**src/rtl/usb_pkg.sv**
```systemverilog
// Shared constants and types for the USB bit stuffer.
// Holds the run-length limit that forces a stuffed zero, the default
// bit-FIFO depth and the output FSM state encoding.
package usb_pkg;

  // Number of consecutive 1s after which a 0 is inserted.
  localparam int STUFF_LIMIT   = 6;

  // Default bit-FIFO depth in bits.
  localparam int DEFAULT_DEPTH = 16;

  // Output FSM states.
  typedef enum logic [1:0] {
    ST_IDLE  = 2'd0,
    ST_SEND  = 2'd1,
    ST_STUFF = 2'd2,
    ST_DONE  = 2'd3
  } stuffer_state_t;

endpackage

```
**src/rtl/bit_fifo.sv**
```systemverilog
// 1-bit wide FIFO of DEPTH entries.
// A push is accepted when the FIFO is not full, or when it is full but a
// pop happens in the same cycle, so occupancy then stays unchanged.
// A push that cannot be accepted is silently dropped here; the parent
// decides whether to report it. Pointers wrap modulo DEPTH.
module bit_fifo #(
  parameter int DEPTH = 16
) (
  input  logic clk,
  input  logic rst_n,
  input  logic push,
  input  logic pop,
  input  logic din,
  output logic dout,
  output logic full,
  output logic empty
);

  localparam int PW = (DEPTH > 1) ? $clog2(DEPTH) : 1;
  localparam int CW = $clog2(DEPTH + 1);

  logic [DEPTH-1:0] r_mem;
  logic [PW-1:0]    r_wr_ptr;
  logic [PW-1:0]    r_rd_ptr;
  logic [CW-1:0]    r_count;

  logic w_pop_ok;
  logic w_push_ok;

  assign full      = (r_count == CW'(DEPTH));
  assign empty     = (r_count == '0);
  assign dout      = r_mem[r_rd_ptr];
  assign w_pop_ok  = pop && !empty;
  assign w_push_ok = push && (!full || w_pop_ok);

  // Storage, pointers and occupancy count.
  always_ff @(posedge clk or negedge rst_n) begin
    if (!rst_n) begin
      r_mem    <= '0;
      r_wr_ptr <= '0;
      r_rd_ptr <= '0;
      r_count  <= '0;
    end else begin
      if (w_push_ok) begin
        r_mem[r_wr_ptr] <= din;
        r_wr_ptr        <= (r_wr_ptr == PW'(DEPTH - 1)) ? '0 : r_wr_ptr + 1'b1;
      end
      if (w_pop_ok) begin
        r_rd_ptr <= (r_rd_ptr == PW'(DEPTH - 1)) ? '0 : r_rd_ptr + 1'b1;
      end
      case ({w_push_ok, w_pop_ok})
        2'b10:   r_count <= r_count + 1'b1;
        2'b01:   r_count <= r_count - 1'b1;
        default: r_count <= r_count;
      endcase
    end
  end

endmodule

```
**src/rtl/bit_stuffer.sv**
```systemverilog
// USB bit stuffer: buffers unstuffed serial bits in a bit FIFO and emits
// them with a 0 inserted after every run of STUFF_LIMIT consecutive 1s.
// Optional macro STUFFER_OVF_EN adds a sticky 'overflow' output that flags
// a push dropped because the FIFO was full.
// Handshake: there is no back-pressure. s_in is taken every cycle while a
// packet is open; out_valid qualifies s_out in the same cycle and the
// consumer must take every valid bit.
module bit_stuffer
  import usb_pkg::*;
#(
  parameter int DEPTH = DEFAULT_DEPTH
) (
  input  logic           clk,
  input  logic           rst_n,
  input  logic           s_in,
  input  logic           start_stuffer,
  input  logic           end_stuffer,
  output logic           s_out,
  output logic           out_valid,
  output logic           start_encode,
  output logic           end_encode,
  output logic           empty,
`ifdef STUFFER_OVF_EN
  output logic           overflow,
`endif
  output stuffer_state_t dbg_state
);

  stuffer_state_t r_state;
  stuffer_state_t w_state_nxt;
  logic [2:0]     r_ones;
  logic           r_open;
  logic           r_s_out;
  logic           r_out_valid;
  logic           r_start_encode;

  logic       w_fifo_dout;
  logic       w_fifo_full;
  logic       w_fifo_empty;
  logic       w_start_ok;
  logic       w_push_req;
  logic       w_push;
  logic       w_pop;
  logic       w_emit_data;
  logic [2:0] w_cnt_data;
  logic [2:0] w_cnt_nxt;
  logic       w_s_out_nxt;
  logic       w_valid_nxt;
  logic       w_start_enc_nxt;

  assign empty        = w_fifo_empty && (r_state == ST_IDLE);
  assign w_start_ok   = start_stuffer && empty;
  assign w_push_req   = r_open && !end_stuffer;
  assign w_push       = w_push_req && (!w_fifo_full || w_pop);
  assign w_emit_data  = ((r_state == ST_IDLE) || (r_state == ST_SEND)) && !w_fifo_empty;
  assign w_cnt_data   = w_fifo_dout ? (r_ones + 3'd1) : 3'd0;

  assign s_out        = r_s_out;
  assign out_valid    = r_out_valid;
  assign start_encode = r_start_encode;
  assign end_encode   = (r_state == ST_DONE);
  assign dbg_state    = r_state;

  bit_fifo #(
    .DEPTH (DEPTH)
  ) u_fifo (
    .clk   (clk),
    .rst_n (rst_n),
    .push  (w_push),
    .pop   (w_pop),
    .din   (s_in),
    .dout  (w_fifo_dout),
    .full  (w_fifo_full),
    .empty (w_fifo_empty)
  );

  // Packet-open flag: a new start wins over an end in the same cycle.
  always_ff @(posedge clk or negedge rst_n) begin
    if (!rst_n) begin
      r_open <= 1'b0;
    end else if (w_start_ok) begin
      r_open <= 1'b1;
    end else if (end_stuffer) begin
      r_open <= 1'b0;
    end
  end

`ifdef STUFFER_OVF_EN
  logic r_overflow;
  logic w_drop;

  assign w_drop   = w_push_req && !w_push;
  assign overflow = r_overflow;

  // Sticky drop flag, cleared by reset or by an accepted start.
  always_ff @(posedge clk or negedge rst_n) begin
    if (!rst_n) begin
      r_overflow <= 1'b0;
    end else if (w_start_ok) begin
      r_overflow <= 1'b0;
    end else if (w_drop) begin
      r_overflow <= 1'b1;
    end
  end
`endif

  // State register plus the registered serial outputs and ones counter.
  always_ff @(posedge clk or negedge rst_n) begin
    if (!rst_n) begin
      r_state        <= ST_IDLE;
      r_ones         <= 3'd0;
      r_s_out        <= 1'b0;
      r_out_valid    <= 1'b0;
      r_start_encode <= 1'b0;
    end else begin
      r_state        <= w_state_nxt;
      r_ones         <= w_cnt_nxt;
      r_s_out        <= w_s_out_nxt;
      r_out_valid    <= w_valid_nxt;
      r_start_encode <= w_start_enc_nxt;
    end
  end

  // Next state: a data bit that completes a run of 1s schedules a stuff.
  always_comb begin
    w_state_nxt = r_state;
    case (r_state)
      ST_IDLE: begin
        if (!w_fifo_empty) begin
          w_state_nxt = (w_cnt_data == 3'(STUFF_LIMIT)) ? ST_STUFF : ST_SEND;
        end
      end
      ST_SEND: begin
        if (!w_fifo_empty) begin
          w_state_nxt = (w_cnt_data == 3'(STUFF_LIMIT)) ? ST_STUFF : ST_SEND;
        end else if (!r_open) begin
          w_state_nxt = ST_DONE;
        end
      end
      ST_STUFF: w_state_nxt = ST_SEND;
      ST_DONE:  w_state_nxt = ST_IDLE;
      default:  w_state_nxt = ST_IDLE;
    endcase
  end

  // Outputs: pop/emit a data bit, emit a stuffed 0, or hold the counter.
  always_comb begin
    w_pop           = w_emit_data;
    w_s_out_nxt     = 1'b0;
    w_valid_nxt     = 1'b0;
    w_start_enc_nxt = 1'b0;
    w_cnt_nxt       = r_ones;
    if (w_emit_data) begin
      w_s_out_nxt     = w_fifo_dout;
      w_valid_nxt     = 1'b1;
      w_start_enc_nxt = (r_state == ST_IDLE);
      w_cnt_nxt       = w_cnt_data;
    end else if (r_state == ST_STUFF) begin
      w_valid_nxt = 1'b1;
      w_cnt_nxt   = 3'd0;
    end else if (r_state == ST_DONE) begin
      // A finished packet must not leak its trailing run into the next one.
      w_cnt_nxt = 3'd0;
    end
  end

endmodule

```
**config.mk**
```make
export PLATFORM = sky130hd
export DESIGN_NAME = bit_stuffer
export DESIGN_NICKNAME = d
export VERILOG_FILES = /design/src/rtl/usb_pkg.sv /design/src/rtl/bit_fifo.sv /design/src/rtl/bit_stuffer.sv
export SDC_FILE = /design/constraint.sdc
export NUM_CORES = 1
export LEC_CHECK = 0
export CAP_MARGIN = 0
export CELL_PAD_IN_SITES_DETAIL_PLACEMENT = 0
export CELL_PAD_IN_SITES_GLOBAL_PLACEMENT = 1
export CORE_MARGIN = 2
export CORE_UTILIZATION = 53
export CTS_BUF_LIST = sky130_fd_sc_hd__clkbuf_4
export CTS_CLUSTER_DIAMETER = 60
export DETAILED_ROUTE_END_ITERATION = 7
export PLACE_DENSITY_LB_ADDON = 0.1
export SLEW_MARGIN = 10
export SYNTH_ARGS = -nofsm -noshare
export SYNTH_HDL_FRONTEND = slang
export SYNTH_HIERARCHICAL = 1
export SYNTH_SLANG_ARGS = --single-unit
```
**constraint.sdc**
```tcl
create_clock -name clk -period 5.16 [get_ports clk]
set_input_delay 0.774 -clock clk [delete_from_list [all_inputs] [get_ports clk]]
set_output_delay 0.774 -clock clk [all_outputs]
set_load 0.02 [all_outputs]
```
==> flow_summary.json <==
{
  "status": "finished, final reports clean",
  "critical_path_class": "reg2reg",
  "start_util": 0.563,
  "slew_viol_final": 0,
  "crit_top_cell": "inv_1",
  "synth_edf_count": 0,
  "p_comb_frac": 0.440,
  "netSwitchingPower_mw": 0.459,
  "antenna_cells": 0,
  "routed_wl_um": 3760,
  "cp.required_ns": 5.41,
  "cts.repair.resized": 0,
  "dr_total_vias": 1416,
  "final.setup.tns_ns": 0,
  "hpwl_um": 2690,
  "portBuffers": 11,
  "post-cts-setup-buffers": 0,
  "clock_latency_ns": 0.36,
  "utilization": 0.606,
  "num_rows": 22,
  "cts.sinks": 38,
  "grt_pass1_wl_um": 6890,
  "p_int_mw": 0.674,
  "slew_headroom": 0.674,
  "yosys_register_bits": 38,
  "cts.path.max_buffers": 2,
  "core_area_sq_um": 3720,
  "worst_pin_slew_ns": 0.489,
  "p_per_area_nw_per_um2": 503,
  "postSynth.asyncResetShare": 1.00,
  "cts_tree": "yes",
  "antenna_found_initial": 0,
  "fin_nets": 217,
  "p_leak_nw": 1.00,
  "die_h_um": 66.8,
  "routedWlPerCell_um": 15.0,
  "hold_viol": 0,
  "synth_area_per_cell_sq_um": 10.9,
  "hold_buffers": 0,
  "dr.pass1.iters": 4,
  "synth_top_flop_cell": "dfrtp_1",
  "syn_area_sq_um": 2090,
  "via_per_inst": 5.66,
  "seq_area_frac_synth": 0.455,
  "synth_nets": 208,
  "grt_setup_unrepaired": "no",
  "grt_overflow": 0,
  "post_synth_num_cell_types": 44,
  "fp.dieArea_sq_um": 4460,
  "area_growth_pct": 7.72,
  "cp.arrival_ns": 3.97,
  "post-route-cell-area_sq_um": 2250,
  "yosysWarnings": 6,
  "fp.dieW_um": 66.8,
  "netSwitchingFraction": 0.405,
  "p_seq_frac": 0.427,
  "min_path_type": "reg2reg",
  "routabilityCongestion": 0.795,
  "clk_pin_slew_worst_paths_ns": 0.10,
  "first_iter_violations": 132,
  "final.min_clock_period_ns": 3.73,
  "fin_crit_sh": 0.723,
  "ant_nets": 0,
  "cp-start-kind": "register",
  "placed_cell_area_sq_um": 2200,
  "grt_usage": 0.212,
  "cts-root-buf": "clkbuf_4",
  "skew_ns": 0.0132,
  "end_kind": "register",
  "ioPinCount": 12,
  "drive_gt1_frac": 0.134,
  "critPathMaxFanout": 23,
  "max_stage_delay_ns": 0.56,
  "drc": 0,
  "vdd_drop_max_v": 0.000305,
  "grt_max_degree": 39,
  "cts_made_buffers": 5,
  "max_freq_ghz": 0.268,
  "drv_cap": 0,
  "worstPathCellList": "or4_4 -> nor2_1 -> buf_4 -> nor2_2 -> o31a_4 -> inv_1 -> ha_1 -> inv_1 -> fa_1 -> nor2b_1 -> o21ai_0 -> nand3_1 -> or3b_2 -> xnor2_1",
  "clockPowerShare": 0.133,
  "htree_levels": 2,
  "finalSetupViolations": 0,
  "cpMaxStageDelayCell": "or4_4",
  "syn_inst": 192,
  "grt_pass1_vias": 1433
}
-- stage by stage --
step | power [mW] | hold slack, ns | cells | setup WS (ns)
finish | 1.13 | 0.499 | 250 | 1.43
global route | 1.24 | 0.530 | 250 | 1.21
CTS | 1.14 | 0.508 | 250 | 1.44
detailed placement | 0.984 | 0.484 | 242 | 1.49
global placement | 0.955 | 0.472 | 242 | 1.62
floorplan | 0.863 | 0.459 | 192 | 1.67
-- synthesized netlist by cell type, types with 2 or more instances --
cell | count | area share
o21ai_0 | 10 | 0.024
nand2_1 | 15 | 0.027
nand3_1 | 17 | 0.041
nor3_1 | 2 | 0.0048
mux2i_1 | 3 | 0.014
a21oi_1 | 9 | 0.022
nor2_1 | 5 | 0.0090
dfrtp_1 | 38 | 0.45
o21a_1 | 2 | 0.0072
o21ai_1 | 2 | 0.0048
mux2_1 | 12 | 0.065
nand3b_1 | 2 | 0.0072
nand4_1 | 4 | 0.012
inv_1 | 10 | 0.018
ha_1 | 10 | 0.060
and2_1 | 2 | 0.0060
mux2_2 | 7 | 0.038
mux4_2 | 2 | 0.022
xnor2_1 | 4 | 0.017
nor2b_1 | 5 | 0.015
buf_6 | 4 | 0.022
xor2_1 | 2 | 0.0084
clkbuf_1 | 4 | 0.0072
-- cell type report --
type | count | area, sq um
fillers | 308 | 1460
multi-input cells | 133 | 1020
flip-flops and latches | 38 | 951
repair buffers | 13 | 125
well taps | 48 | 60.1
clock buffers | 6 | 45.0
inverters | 10 | 37.5
clock inverters | 2 | 8.76
-- per-layer routing --
metal / vias to the layer above / part of all wire / GRT usage
met3: 8 / 0.032 / 0.0355
met1: 686 / 0.46 / 0.293
li1: 698 / - / -
met4: 0 / 0.022 / 0.0918
met2: 24 / 0.48 / 0.329
met5: - / 0 / 0
-- worst paths after layout --
path | start | endpoint | slack [ns] | depth (start not counted)
worst min-delay path | u_fifo/r_mem[11]$_DFFE_PN0P_ | u_fifo/r_mem[11]$_DFFE_PN0P_ | 0.50 | 1
min in group asynchronous | rst_n | out_valid$_DFF_PN0_ | 0.83 | 2
max in group asynchronous | rst_n | u_fifo/r_mem[0]$_DFFE_PN0P_ | 3.99 | 2
worst max-delay path | u_fifo/r_count[0]$_DFFE_PN0P_ | u_fifo/r_count[4]$_DFFE_PN0P_ | 1.43 | 14
worst min register to register | u_fifo/r_mem[11]$_DFFE_PN0P_ | u_fifo/r_mem[11]$_DFFE_PN0P_ | 0.50 | 1
worst max register to register | u_fifo/r_count[0]$_DFFE_PN0P_ | u_fifo/r_count[4]$_DFFE_PN0P_ | 1.43 | 14
-- power by group through the flow --
| stage | Combinational (mW) | Clock, mW | Sequential [mW] |
|---|---|---|---|
| floorplan | 0.422 | 0 | 0.441 |
| global placement | 0.473 | 0 | 0.482 |
| detailed placement | 0.496 | 0 | 0.488 |
| CTS | 0.501 | 0.157 | 0.481 |
| global route | 0.574 | 0.170 | 0.500 |
| finish | 0.499 | 0.151 | 0.483 |
-- logic make-up after synthesis --
| logic type | count (synthesis) | share of synthesized area |
|---|---|---|
| AO/OA/AOI/OAI | 30 | 0.0886 |
| XOR/XNOR | 6 | 0.0251 |
| adder cells (fa/ha/maj) | 11 | 0.0694 |
| buffers and inverters | 21 | 0.0551 |
| flip-flops | 38 | 0.455 |
| multiplexers | 24 | 0.138 |
| AND/OR/NAND/NOR | 62 | 0.169 |
-- placed cells by master, fill, tap and decap left out, types with 3 or more instances in the layout --
| cell | instances |
|---|---|
| inv_1 | 10 |
| clkbuf_4 | 6 |
| xnor2_1 | 4 |
| o21ai_0 | 10 |
| mux2i_1 | 3 |
| mux2_1 | 12 |
| a21oi_1 | 9 |
| clkdlybuf4s50_1 | 11 |
| nor2b_1 | 5 |
| dfrtp_1 | 38 |
| nand2_1 | 15 |
| nand4_1 | 4 |
| mux2_2 | 7 |
| ha_1 | 10 |
| nand3_1 | 17 |
| nor2_1 | 5 |
-- flip-flops by register name, indices dropped and copies added, names as in the netlist --
signal           cells
u_fifo/r_wr_ptr      4
r_ones               3
u_fifo/r_mem        16
start_encode         1
r_open               1
s_out                1
u_fifo/r_count       5
dbg_state            2
u_fifo/r_rd_ptr      4
out_valid            1
-- worst max-delay path: cells and delay by family, from the launching register on --
family	cells	cell delay (ns)
xor gates and xnor gates	1	0.13
DFF	1	0.43
AOI/OAI and AO/OA	2	0.55
and+or+nand+nor	6	1.40
adders and majority gates	2	0.66
buffers and inverters	3	0.43
Power figures use the tool's default switching activity.
